--- src/rtl/collatz_pkg.sv ---
// Shared types for the Collatz engine: FSM states, termination causes
// and the per-iteration step increments.
package collatz_pkg;

    typedef enum logic [0:0] {
        ST_IDLE = 1'b0,
        ST_RUN  = 1'b1
    } state_t;

    // Also used by the wrapper to pack the status word.
    typedef enum logic [2:0] {
        CAUSE_NONE = 3'd0,
        CAUSE_ONE  = 3'd1,
        CAUSE_OVF  = 3'd2,
        CAUSE_TMO  = 3'd3,
        CAUSE_ERR  = 3'd4
    } cause_t;

    localparam logic [1:0] INC_PLAIN = 2'd1;
    localparam logic [1:0] INC_SHORT = 2'd2;

endpackage

--- src/rtl/collatz_step.sv ---
// collatz_step: combinational single Collatz iteration.
// Ports: i_x (current value), o_next (next value, low WIDTH bits),
//        o_inc (steps this iteration represents), o_ovf (next needs > WIDTH bits).
// Macro COLLATZ_SHORTCUT_EN: odd x maps to (3x+1)>>1 with an increment of 2.
module collatz_step
    import collatz_pkg::*;
#(
    parameter int WIDTH = 32
) (
    input  logic [WIDTH-1:0] i_x,
    output logic [WIDTH-1:0] o_next,
    output logic [1:0]       o_inc,
    output logic             o_ovf
);

    // Two guard bits hold 3x+1 for any WIDTH-bit x.
    logic [WIDTH+1:0] w_wide;
    logic [WIDTH+1:0] w_odd;
    logic [WIDTH+1:0] w_val;

    assign w_wide = {2'b00, i_x};
    assign w_odd  = (w_wide << 1) + w_wide + (WIDTH+2)'(1);

`ifdef COLLATZ_SHORTCUT_EN
    // 3x+1 is always even for odd x, so halve it in the same cycle.
    assign w_val = i_x[0] ? (w_odd >> 1) : (w_wide >> 1);
    assign o_inc = i_x[0] ? INC_SHORT : INC_PLAIN;
`else
    assign w_val = i_x[0] ? w_odd : (w_wide >> 1);
    assign o_inc = INC_PLAIN;
`endif

    assign o_next = w_val[WIDTH-1:0];
    assign o_ovf  = |w_val[WIDTH+1:WIDTH];

endmodule

--- src/rtl/collatz_engine.sv ---
// collatz_engine: iterates the Collatz map on a seed, one iteration per clock,
// reporting step count, peak value and termination cause.
// Ports: clk, rst (async, active-high), start/seed (run request),
//        busy, done (1-cycle pulse), x, steps, peak, ovf, tmo, err.
// Macro COLLATZ_SHORTCUT_EN (in collatz_step) folds odd steps into one cycle.
module collatz_engine
    import collatz_pkg::*;
#(
    parameter int WIDTH = 32,
    parameter int STEPW = 16
) (
    input  logic             clk,
    input  logic             rst,
    input  logic             start,
    input  logic [WIDTH-1:0] seed,
    output logic             busy,
    output logic             done,
    output logic [WIDTH-1:0] x,
    output logic [STEPW-1:0] steps,
    output logic [WIDTH-1:0] peak,
    output logic             ovf,
    output logic             tmo,
    output logic             err
);

    state_t           r_state;
    logic [WIDTH-1:0] r_x;
    logic [STEPW-1:0] r_steps;
    logic [WIDTH-1:0] r_peak;
    logic             r_busy;
    logic             r_done;
    logic             r_ovf;
    logic             r_tmo;
    logic             r_err;

    logic [WIDTH-1:0] w_next;
    logic [1:0]       w_inc;
    logic             w_step_ovf;
    logic [STEPW:0]   w_sum;
    logic [WIDTH-1:0] w_peak_next;
    cause_t           w_cause;

    collatz_step #(
        .WIDTH (WIDTH)
    ) u_step (
        .i_x    (r_x),
        .o_next (w_next),
        .o_inc  (w_inc),
        .o_ovf  (w_step_ovf)
    );

    // Extra top bit flags a step count past the saturation limit.
    assign w_sum       = {1'b0, r_steps} + (STEPW+1)'(w_inc);
    assign w_peak_next = (w_next > r_peak) ? w_next : r_peak;

    // Termination checks in priority order.
    always_comb begin
        w_cause = CAUSE_NONE;
        if (r_x == '0)
            w_cause = CAUSE_ERR;
        else if (r_x == WIDTH'(1))
            w_cause = CAUSE_ONE;
        else if (w_step_ovf)
            w_cause = CAUSE_OVF;
        else if (w_sum[STEPW])
            w_cause = CAUSE_TMO;
    end

    always_ff @(posedge clk or posedge rst) begin
        if (rst) begin
            r_state <= ST_IDLE;
            r_x     <= '0;
            r_steps <= '0;
            r_peak  <= '0;
            r_busy  <= 1'b0;
            r_done  <= 1'b0;
            r_ovf   <= 1'b0;
            r_tmo   <= 1'b0;
            r_err   <= 1'b0;
        end else begin
            r_done <= 1'b0;
            case (r_state)
                ST_IDLE: begin
                    if (start) begin
                        r_x     <= seed;
                        r_steps <= '0;
                        r_peak  <= seed;
                        r_ovf   <= 1'b0;
                        r_tmo   <= 1'b0;
                        r_err   <= 1'b0;
                        r_busy  <= 1'b1;
                        r_state <= ST_RUN;
                    end
                end
                ST_RUN: begin
                    if (w_cause == CAUSE_NONE) begin
                        r_x     <= w_next;
                        r_steps <= w_sum[STEPW-1:0];
                        r_peak  <= w_peak_next;
                    end else begin
                        r_err   <= (w_cause == CAUSE_ERR);
                        r_ovf   <= (w_cause == CAUSE_OVF);
                        r_tmo   <= (w_cause == CAUSE_TMO);
                        r_busy  <= 1'b0;
                        r_done  <= 1'b1;
                        r_state <= ST_IDLE;
                    end
                end
                default: r_state <= ST_IDLE;
            endcase
        end
    end

    assign busy  = r_busy;
    assign done  = r_done;
    assign x     = r_x;
    assign steps = r_steps;
    assign peak  = r_peak;
    assign ovf   = r_ovf;
    assign tmo   = r_tmo;
    assign err   = r_err;

endmodule

--- config.mk ---
export PLATFORM = sky130hd
export DESIGN_NAME = collatz_engine
export DESIGN_NICKNAME = d
export VERILOG_FILES = /design/src/rtl/collatz_pkg.sv /design/src/rtl/collatz_step.sv /design/src/rtl/collatz_engine.sv
export SDC_FILE = /design/constraint.sdc
export NUM_CORES = 1
export LEC_CHECK = 0
export ABC_CLOCK_PERIOD_IN_PS = 5760
export CAP_MARGIN = 20
export CORE_UTILIZATION = 55
export CTS_BUF_LIST = sky130_fd_sc_hd__clkbuf_16
export CTS_CLUSTER_DIAMETER = 100
export DETAILED_ROUTE_END_ITERATION = 7
export PLACE_DENSITY = 0.82
export SYNTH_ARGS = -nofsm -noshare
export SYNTH_HDL_FRONTEND = slang
export SYNTH_HIERARCHICAL = 1
export SYNTH_SLANG_ARGS = --single-unit
--- constraint.sdc ---
create_clock -name clk -period 5.76 [get_ports clk]
set_clock_uncertainty 0.15 [all_clocks]
set_input_delay 1.152 -clock clk [delete_from_list [all_inputs] [get_ports clk]]
set_output_delay 1.152 -clock clk [all_outputs]
set_load 0.03 [all_outputs]
==> results of run 1 <==
==> synth_stat cells, types with 5 or more instances <==
| cell type | instances |
|---|---|
| o211ai_1 | 7 |
| nor3_1 | 11 |
| a21o_1 | 15 |
| nor4_1 | 13 |
| a31oi_1 | 5 |
| o21bai_1 | 8 |
| clkbuf_1 | 22 |
| dfrtp_1 | 86 |
| a21oi_1 | 79 |
| nor2_1 | 63 |
| ha_1 | 68 |
| nand3_1 | 27 |
| xnor2_1 | 24 |
| nand4_1 | 18 |
| and3_1 | 9 |
| nor2b_1 | 5 |
| and2_1 | 7 |
| mux2i_1 | 61 |
| nand2_1 | 49 |
| o21ai_0 | 32 |
| mux2_2 | 26 |
| inv_1 | 52 |
| o21ai_1 | 6 |
| xor2_1 | 6 |
==> area by class of cell <==
class | count | area, µm²
inverter | 53 | 200
sequential | 86 | 2150
clock buffer | 9 | 225
timing repair buffer | 130 | 1290
multi-input combinational | 619 | 4570
clock inverter | 7 | 50.0
tap | 172 | 215
fill | 1000 | 3870
==> routing by layer <==
layer | part of all wire, % | track usage, %
met5 | 0 | 0
met4 | 1.8 | 8.57
met3 | 6.1 | 6.59
met2 | 45 | 43.2
met1 | 47 | 38.2
==> registers in the layout, summed over array words and instances (netlist names) <==
signal,count
peak,32
x,32
steps,16
busy,1
done,1
err,1
ovf,1
r_state,1
tmo,1
==> metrics by stage <==
step / worst slack (ns) / hold slack, ns / instance area (µm²) / utilization (%) / std cells
finish: 0.499 / 0.355 / 8700 / 69.2 / 1076
global route: 0.146 / 0.368 / 8700 / 69.2 / 1076
floorplan: 0.829 / 0.511 / 7080 / - / 792
global placement: 0.649 / 0.345 / 8400 / 66.9 / 1059
detailed placement: 0.552 / 0.348 / 8400 / 66.9 / 1059
CTS: 0.518 / 0.357 / 8680 / 69.1 / 1075
==> logic make-up after synthesis <==
group	after synthesis
and+or+nand+nor	233
AOI/OAI and AO/OA	194
muxes	90
buffers and inverters	87
DFF	86
adders and majority gates	70
xor gates and xnor gates	30
other	2
==> path summary, 6_finish.rpt <==
path / from / endpoint / slack (ns) / depth (start not counted)
worst max-delay path: x[1] / peak[8] / 0.50 / 17
worst min-delay path: steps[15] / steps[15] / 0.36 / 1
worst max register to register: x[1] / peak[8] / 0.50 / 17
worst min register to register: steps[15] / steps[15] / 0.36 / 1
max in group asynchronous: rst / x[18] / 3.37 / 3
min in group asynchronous: rst / x[1] / 1.08 / 2
==> impl.org, run 1 <==
** Yosys
- Top cell type's share of synthesized area :: 30.4%
- The synthesized design spends more area on one cell type than any other, namely dfrtp_1.
- Top cells by area, synth :: dfrtp_1 (30%), ha_1 (12%), mux2i_1 (8.6%)
- Count of flip-flops with a built-in enable after synthesis :: 0
- In the synthesized netlist, mux cells make up 13.4% of the area.
- Post-Syn Nets :: 897
- The synthesized netlist devotes 12.6% of its cell area to adder and majority cells.
- Number of storage elements in the synthesis netlist :: 86
- Simple-gate share of the synthesized area :: 16.7%
- In this run the mean area of a mapped cell was 8.94 µm².
- Summing the areas of all compound-gate instances in the mapped netlist gives 17.8% of the synthesized area.
- Asr flop ratio synth :: 100%
- In the synthesized netlist the dominant register cell turns out to be dfrtp_1.
- Total standard cell area after synthesis :: 0.00708 mm²
- Counting distinct cell types in the post-synthesis netlist gives 80.
- Number of standard cells after synthesis :: 792
- Of the synthesized area, sequential elements account for 30.4%.
- By area, the combinational part of the netlist is dominated by compound AO/OA/AOI/OAI gates.
- Xor and xnor area share after synthesis :: 3.71%
- The Yosys step of the flow raised 6 warnings.

** Setup path
- Data arrives at the worst endpoint at 5.38 ns.
- Critical path endpoint category :: flop
- Gate family responsible for the most delay along the worst path :: compound AO/OA/AOI/OAI gates
- Slowest Stage Delay on Critical Path :: 0.58 ns
- In this run the worst path has a maximum fanout of 11.
- Slowest cell on the critical path :: or4_4
- Critical path cell sequence :: fa_1, a21oi_1, o21ai_2, a21oi_4, o22ai_2, o31a_4, a211oi_2, xnor2_1, mux2_2, ha_1, nand4_1, or4_4, nor2_2, nor3_2, a221oi_4, buf_4, mux2i_1
- The worst setup path is launched from a flop.
- The critical path is of the reg -> reg type.
- Data required time at the worst endpoint :: 5.88 ns
- Crit path buf inv count :: 1

** Die
- X dimension of the die :: 115 µm
- The die covers 0.0133 mm².
- The initialized floorplan defines 41 standard-cell rows.
- Total core area :: 0.0126 mm²
- During I/O placement, the number of pins put on the boundary was 120.
- Once the floorplan was initialized, standard cells occupied 56.4% of the core.
- From bottom edge to top edge, the die measures 115 µm.

** Finish
- Fraction of final layout cells sized beyond drive strength 1 :: 8.85%
- P&R area growth vs syn :: 22.8%
- Most common library cell in the layout ignoring fill and taps :: clkdlybuf4s50_1
- Most frequent cells in the layout :: clkdlybuf4s50_1 (119), dfrtp_1 (85), a21oi_1 (79)
- Post-layout net count :: 1004
- The repair_antennas step left the layout with diodes totalling 0.

** Routing
- For this run, design rule violations remaining after detail routing come to 2.
- Total vias in the final route :: 6332
- The detail route stage leaves a number of antenna-violating nets equal to 0.
- Number of search-and-repair iterations in the first detailed-routing pass :: 7
- The detailed router finished its first iteration with 441 violations.
- Routed length per placed instance :: 16.4 µm
- After detailed routing, the number of vias per cell comes to 5.88.
- Summed over all layers, the routed wires come to 17.6 mm.

** STA
- Final Max Slew Viols :: 0
- Final setup violation count :: 0
- Period Utilization, post-route :: 91.3%
- For the pin with the worst max-slew slack, the measured transition is 0.745 ns.
- Minimum clock period after layout :: 5.26 ns
- Maximum clock frequency :: 0.190 GHz
- Unrepaired setup endpoints after global routing :: false
- The number of failing hold endpoints at the final stage came to 0.
- Setup TNS Final :: 0 ns
- Measured against its own limit, the worst slew margin works out to 50.3%.

** Clock network
- Number of buffers added by the clock tree synthesis step :: 9
- TritonCTS built the clock tree.
- CTS H-tree depth :: 3
- Clock-pin transition on the worst setup and hold timing paths :: 0.07 ns
- Clock latency on the worst-skew pair, taken at its later pin, is 0.35 ns.
- For this design, the CTS-stage hold fixing added 0 buffers.
- Count of cells resized by post-cts repair :: 0
- The root buffer cell chosen for the clock tree is clkbuf_16.
- Clock tree synthesis found a total of 86 sinks.
- Postcts setup bufs :: 0
- Clock Path Buffers :: 2

** Run status
- Violations in the final reports :: DRC
- The flow ran to the end, but the final reports show violations.

** Place
- Routability-driven placement finished with a final weighted congestion of 0.920.
- Port Buffers :: 119
- Once detailed placement completed, the half-perimeter wirelength came to 13.3 mm.

** Global route
- Global-route wire length before repair :: 29.0 mm
- Global-route usage over all layers :: 27.8%
- Summed over all layers, the global routing overflow is 0.
- Number of global-route vias before repair :: 5932
- The initial antenna violation count was 0.
- Entering global routing, the biggest net connects 45 pins.

** Min path
- The min-delay analysis places its worst path in the category reg -> reg.

** Run
- Number of violations of the max-capacitance limit :: 0
Power of run 1 is not shown: default switching activity piles up to over one toggle a cycle in this logic, so the estimate is an artifact.
==> inputs of run 2 (changes only) <==
--- a/config.mk
+++ b/config.mk
@@ -7,11 +7,13 @@
 export LEC_CHECK = 0
 export ABC_CLOCK_PERIOD_IN_PS = 5760
 export CAP_MARGIN = 20
-export CORE_UTILIZATION = 55
-export CTS_BUF_LIST = sky130_fd_sc_hd__clkbuf_16
+export CELL_PAD_IN_SITES_DETAIL_PLACEMENT = 1
+export CELL_PAD_IN_SITES_GLOBAL_PLACEMENT = 2
+export CORE_UTILIZATION = 34
+export CTS_BUF_LIST = sky130_fd_sc_hd__clkbuf_8
 export CTS_CLUSTER_DIAMETER = 100
 export DETAILED_ROUTE_END_ITERATION = 7
-export PLACE_DENSITY = 0.82
+export PLACE_DENSITY_LB_ADDON = 0.1
 export SYNTH_ARGS = -nofsm -noshare
 export SYNTH_HDL_FRONTEND = slang
 export SYNTH_HIERARCHICAL = 1
==> run 2 against run 1 <==
Compared with the run above:
- the run now ends clean
- final cell count rose by 9.1%
- global-route usage shrank 6.1 points
- highest routed layer unchanged
- clock-buffer cell count is 1 higher
- register-to-register slack got worse by 0.02 ns
- worst setup slack lost 0.024 ns
- critical path type unchanged
==> impl.org, run 2 (synthesis results as in run 1) <==
** STA
- The normalized max-slew margin was 40.5% (-9.8 points).
- The number of pins exceeding their max-slew limit in the final report came to 0 (unchanged).
- Final Hold Fails :: 0 (unchanged)
- Maximum clock frequency :: 0.189 GHz (-0.46%)
- Minimum clock period after layout :: 5.29 ns (+0.0243 ns)
- Setup repair after global routing left no endpoint under its margin.
- Actual slew at the worst max-slew pin :: 0.893 ns (+0.148 ns)
- Final setup violation count :: 0 (unchanged)
- Period Utilization, post-route :: 91.8% (+0.42 points)
- Setup TNS Final :: 0 ns (unchanged)

** Routing
- Wire length after detailed routing :: 22.2 mm (+26%)
- The count of vias placed by the detailed router is 6295 (-0.58%).
- The antenna violation net count after detailed routing came to 0 (unchanged).
- The detailed-router iteration count before antenna repair was 4 (-3).
- Routed length per placed instance :: 18.9 µm (+16%)
- The count of unresolved DRC violations after routing is 0 (-2).
- Vias per cell :: 5.36 (-8.9%)
- The iteration-0 DRC count of the detailed router came to 285 (-35%).

** Clock network
- The number of clock buffers inserted by TritonCTS was 9 (unchanged).
- Number of hold-repair buffers added at the cts stage :: 0 (unchanged)
- Master cell of the clock root buffer :: clkbuf_8
- The number of buffers between clock root and the deepest sink was 2 (unchanged).
- The clock-pin slew reported for the worst setup and hold paths after clock tree synthesis came to 0.11 ns (+0.04 ns).
- Clock insertion delay at the later pin of the skew report :: 0.39 ns (+0.04 ns)
- Sink Count :: 86 (unchanged)
- TritonCTS built the clock tree.
- The count of H-tree levels built during CTS came to 3 (unchanged).
- Postcts setup bufs :: 0 (unchanged)
- The number of gates given a new drive strength after cts was 0 (unchanged).

** Die
- X dimension of the die :: 146 µm (+27%)
- Io pins :: 120 (unchanged)
- Die Span Y :: 146 µm (+27%)
- Die Footprint :: 0.0214 mm² (+61%)
- The starting density of the core came to 34.9% (-21 points).
- Std cell rows :: 52 (+27%)
- Total core area :: 0.0203 mm² (+62%)

** Setup path
- Origin of the worst setup path :: x[6]
- The data arrival time at the worst-slack endpoint came to 5.44 ns (+0.06 ns).
- Crit start category :: flop
- Setup slack of the most critical reg-to-reg path :: 0.47 ns (-0.02 ns)
- Data required time at the worst endpoint :: 5.91 ns (+0.03 ns)
- The endpoint identified for the worst register-to-register timing path is peak[18].
- Worst reg2reg path depth :: 18 (+1)
- Max FO, Critical Path :: 10 (-1)
- Critical path type :: reg -> reg
- Startpoint of the worst-slack reg-to-reg timing path :: x[6]
- In this run the worst setup path terminates at peak[18].
- Critical path endpoint category :: flop

** Run
- Number of violations of the max-capacitance limit :: 0 (unchanged)

** Place
- Final weighted congestion in routability-driven placement :: 0.840 (-8.8%)
- The detailed placement HPWL came to 17.5 mm (+31%).
- Port Buffers :: 119 (unchanged)

** Min path
- Number of cells on the worst hold path :: 1 (unchanged)
- The path class of the tightest hold or removal check is reg -> reg.

** Finish
- P&R area growth vs syn :: 23.9%
- The number of filler cells placed in the layout is 2398 (+140%).
- The ratio of cells with drive above 1 in the final layout was 9.18% (+0.33 points).
- Most common library cell in the layout ignoring fill and taps :: clkdlybuf4s50_1
- The number of nets at the end of the flow came to 1004 (unchanged).
- Leaving out fill and tap cells, the most frequent cells in the layout are clkdlybuf4s50_1 (119), dfrtp_1 (84), a21oi_1 (79).
- The antenna diode instance count was 0 (unchanged).

** Global route
- Overflow left after global routing :: 0 (unchanged)
- Number of global-route vias before repair :: 6884 (+16%)
- The first-pass GRT wire length is 36.8 mm (+27%).
- Global-route usage over all layers :: 21.6% (-6.1 points)
- The largest net degree at the start of global routing was 50 (+11%).
- The initial antenna violation count is 0 (unchanged).

** Run status
- The flow ran to the end, and the final reports show no timing, DRC or antenna violations.
-- run 2: cell types whose count changed in the layout (fill, tap and decap cells not counted), sizes merged --
cell	previous run	this run
bufinv	0	2
clkbuf	9	10
clkinv	5	2
clkinvlp	1	2
inv	54	53
-- run 2: final cells by class --
type / count / area, µm² / share of cell area [%]
Clock inverter: 6 / 92.6 / 1.05
Inverter: 53 / 200 / 2.28
Sequential cell: 86 / 2150 / 24.5
Multi-Input combinational cell: 619 / 4570 / 52.1
Timing Repair Buffer: 130 / 1290 / 14.7
Clock buffer: 10 / 138 / 1.57
Tap cell: 270 / 338 / 3.85
-- run 2: through the flow --
stage	worst slack (ns)	instances	util (%)	hold slack, ns	instance area (µm²)
5_1_grt	0.142	1174	43.2	0.410	8780
6_report	0.474	1174	43.2	0.368	8780
4_1_cts	0.444	1173	43.2	0.367	8770
3_5_place_dp	0.496	1157	42.1	0.352	8540
3_3_place_gp	0.672	1157	42.1	0.339	8540
2_1_floorplan	0.829	792	-	0.511	7080
-- run 2: how the worst min path moves through the flow --
stage / to / from
after CTS: steps[15] / steps[15]
after global placement: steps[15] / steps[15]
after detailed placement: steps[15] / steps[15]
after floorplan: ovf / ovf
after global routing: steps[15] / steps[15]
final: steps[15] / steps[15]
-- run 2: worst max-delay path, stage by stage (launching register included) --
cell and delay [ns]:
dfrtp_1 0.49, ha_1 0.47, nand3_1 0.16, a211oi_1 0.31
o21ai_1 0.16, nand2_1 0.18, a21oi_1 0.15, a211oi_1 0.48
nor4_1 0.09, nand3b_1 0.21, ha_1 0.35, nand4_2 0.16
or4_4 0.56, nor2_2 0.16, nor4_1 0.09, a221oi_4 0.33
buf_4 0.23, buf_4 0.24, mux2i_1 0.23
-- run 2: layer usage --
layer | share of wire [%] | wire length [µm] | up-vias | track usage (%)
li1 | - | - | 3083 | -
met1 | 50 | 11000 | 3110 | 29.7
met2 | 46 | 10300 | 90 | 35.3
met3 | 3.1 | 686 | 12 | 4.00
met4 | 0.92 | 204 | 0 | 4.38
met5 | 0 | 0 | - | 0
Power of run 2 is left out for the same reason.
==> inputs of run 3 (changes only) <==
--- a/config.mk
+++ b/config.mk
@@ -13,7 +13,7 @@
 export CTS_BUF_LIST = sky130_fd_sc_hd__clkbuf_8
 export CTS_CLUSTER_DIAMETER = 100
 export DETAILED_ROUTE_END_ITERATION = 7
-export PLACE_DENSITY_LB_ADDON = 0.1
+export PLACE_DENSITY_LB_ADDON = 0.05
 export SYNTH_ARGS = -nofsm -noshare
 export SYNTH_HDL_FRONTEND = slang
 export SYNTH_HIERARCHICAL = 1
==> run 3 against run 2 <==
Compared with the run above:
- design area decreased by 0.56%
- via count decreased by 0.78%
- non-clock buffer count shrank 2
- largest cell class unchanged
- die area is the same
- clock-buffer cell count fell by 1
- critical endpoint is now peak[29]
- critical path depth is 1 lower
==> impl.org, run 3 (synthesis results as in run 1) <==
** Run status
- Outcome :: finished, final reports clean

** Setup path
- Worst Path Arrival :: 5.31 ns (-0.13 ns)
- The data required time of the worst path is 5.90 ns (about the same).
- Critical path endpoint category :: flop
- The slowest stage of the critical path belongs to the cell or4_4.
- The count of cells along the worst register-to-register path was 17 (-1).
- Max FO, Critical Path :: 32 (+22)
- Crit path buf inv count :: 1 (-1)
- Setup slack of the most critical reg-to-reg path :: 0.59 ns (+0.11 ns)
- Crit start category :: flop
- Critical path cell sequence :: fa_1, a21oi_1, o21ai_2, a21oi_4, o22ai_2, o31a_4, nand2_1, a21oi_1, or3b_1, ha_1, nand4_2, or4_4, nor2_2, nor4_1, a221oi_4, buf_12, mux2_4
- Counting stages on the worst path, the most repeated cell is a21oi_1.
- Gate family responsible for the most delay along the worst path :: simple AND/OR/NAND/NOR gates
- The delay of the slowest cell on the worst path was 0.55 ns (about the same).
- The worst register-to-register path begins at x[1].
- The worst register-to-register path ends at peak[29].
- Critical path type :: reg -> reg

** Run
- Number of violations of the max-capacitance limit :: 0 (unchanged)

** Routing
- The detailed router used layers up to and including met4.
- Wire length after detailed routing :: 22.0 mm (-1.1%)
- Number of search-and-repair iterations in the first detailed-routing pass :: 4 (unchanged)
- The antenna violation net count after detailed routing was 0 (unchanged).
- Iteration-0 DRC Markers :: 227 (-20%)
- Drt drc :: 0 (unchanged)
- Met3 routed wirelength :: 727 µm (+6.0%)
- The post-route met1 wirelength was 10.7 mm (-2.9%).
- The count of vias placed by the detailed router was 6246 (-0.78%).
- Vias per cell :: 5.33 (-0.61%)
- The amount of wire on met2 after detailed routing was 10.4 mm (+0.88%).
- Routed length per placed instance :: 18.7 µm (-0.95%)

** STA
- The normalized max-slew margin came to 39.2% (-1.3 points).
- The shortest clock period the worst path allows after layout came to 5.17 ns (-0.113 ns).
- Final Hold Fails :: 0 (unchanged)
- Actual slew at the worst max-slew pin :: 0.912 ns (+0.0196 ns)
- Final Max Slew Viols :: 0 (unchanged)
- Setup repair after global routing left no endpoint under its margin.
- The final setup TNS came to 0 ns (unchanged).
- The total setup violations reported at the end of the flow came to 0 (unchanged).
- Period Utilization, post-route :: 89.8% (-2.0 points)
- Maximum clock frequency :: 0.193 GHz (+2.2%)

** Die
- The number of placement rows is 52 (unchanged).
- Die Footprint :: 0.0214 mm² (unchanged)
- The chip height is 146 µm (unchanged).
- Io pins :: 120 (unchanged)
- X dimension of the die :: 146 µm (unchanged)
- Total core area :: 0.0203 mm² (unchanged)
- The starting density of the core was 34.9% (unchanged).

** Clock network
- Master cell of the clock root buffer :: clkbuf_8
- TritonCTS built the clock tree.
- Clock Path Buffers :: 2 (unchanged)
- Number of buffers added by the clock tree synthesis step :: 9 (unchanged)
- Clock insertion delay at the later pin of the skew report :: 0.39 ns (about the same)
- The number of buffers added for setup after CTS was 0 (unchanged).
- The clock sink count was 86 (unchanged).
- Count of cells resized by post-cts repair :: 0 (unchanged)
- Number of hold-repair buffers added at the cts stage :: 0 (unchanged)
- Clock-pin transition on the worst setup and hold timing paths :: 0.10 ns (about the same)
- CTS H-tree depth :: 3 (unchanged)

** Finish
- Post-layout net count :: 1002 (-0.20%)
- Final core utilization :: 43.0% (-0.24 points)
- Post-Layout Inst Area :: 0.00873 mm² (-0.56%)
- Most common library cell in the layout ignoring fill and taps :: clkdlybuf4s50_1
- The antenna diode instance count was 0 (unchanged).
- The number of standard cells in the final layout excluding fillers was 1172 (-0.17%).
- The library cells used most frequently in the layout, excluding fill and tap cells, are clkdlybuf4s50_1 (119), dfrtp_1 (84), a21oi_1 (79).
- P&R area growth vs syn :: 23.2%
- Fraction of final layout cells sized beyond drive strength 1 :: 8.98% (-0.20 points)

** Place
- The detailed placement HPWL is 17.3 mm (-1.3%).
- The number of placed cells counting well taps came to 1156 (-0.086%).
- The quantity of I/O buffers inserted on ports is 119 (unchanged).
- The placement-stage cell area came to 0.00853 mm² (about the same).
- Final weighted congestion in routability-driven placement :: 0.835 (-0.56%)

** Global route
- The first-pass GRT wire length was 36.5 mm (-0.88%).
- Number of antenna violations at the first check in global routing :: 0 (unchanged)
- The via count of the first global-routing pass was 6838 (-0.67%).
- Global-route usage over all layers :: 21.5% (-0.13 points)
- The largest net degree at the start of global routing came to 49 (-2.0%).
- The global-route congestion overflow total is 0 (unchanged).

** Min path
- Startpoint of the tightest hold check path :: steps[15]
- Min-delay worst type :: reg -> reg
- The number of cells on the worst hold path was 1 (unchanged).
- Worst Hold Endpoint :: steps[15]
run 3: layout make-up:
cell class,instances,area (µm²)
Inverter,53,200
Timing Repair Buffer,128,1270
Multi-Input combinational cell,619,4570
Sequential cell,86,2150
Tap cell,270,338
Fill cell,2354,11600
Clock buffer,9,124
Clock inverter,7,72.6
run 3: worst register-to-register path: cells and delay by family, from the launching register on:
kind | cells | cell delay (ns)
AND/OR/NAND/NOR | 6 | 1.46
flip-flops | 1 | 0.50
buffers and inverters | 1 | 0.30
multiplexers | 1 | 0.35
adder cells (fa/ha/maj) | 2 | 0.87
AO/OA/AOI/OAI | 7 | 1.43
run 3: worst max path at each step:
stage                from       end  slack, ns  cells after the start
floorplan            x[0]  peak[29]       0.83                     17
detailed placement   x[1]  peak[29]       0.57                     17
CTS                  x[1]  peak[29]       0.55                     17
finish               x[1]  peak[29]       0.59                     17
global placement    x[24]  peak[29]       0.74                     16
global route         x[2]  peak[29]       0.26                     16
run 3: routing by layer:
layer | up-vias | GRT usage, %
met1 | 3074 | 28.8
met4 | 0 | 4.48
met3 | 15 | 3.81
li1 | 3074 | -
met5 | - | 0
met2 | 83 | 36.0
run 3: per-stage QoR:
step | setup slack [ns] | hold slack (ns)
floorplan | 0.829 | 0.511
global route | 0.261 | 0.374
finish | 0.587 | 0.361
global placement | 0.741 | 0.340
CTS | 0.553 | 0.368
detailed placement | 0.571 | 0.353
Power of run 3 is left out for the same reason.
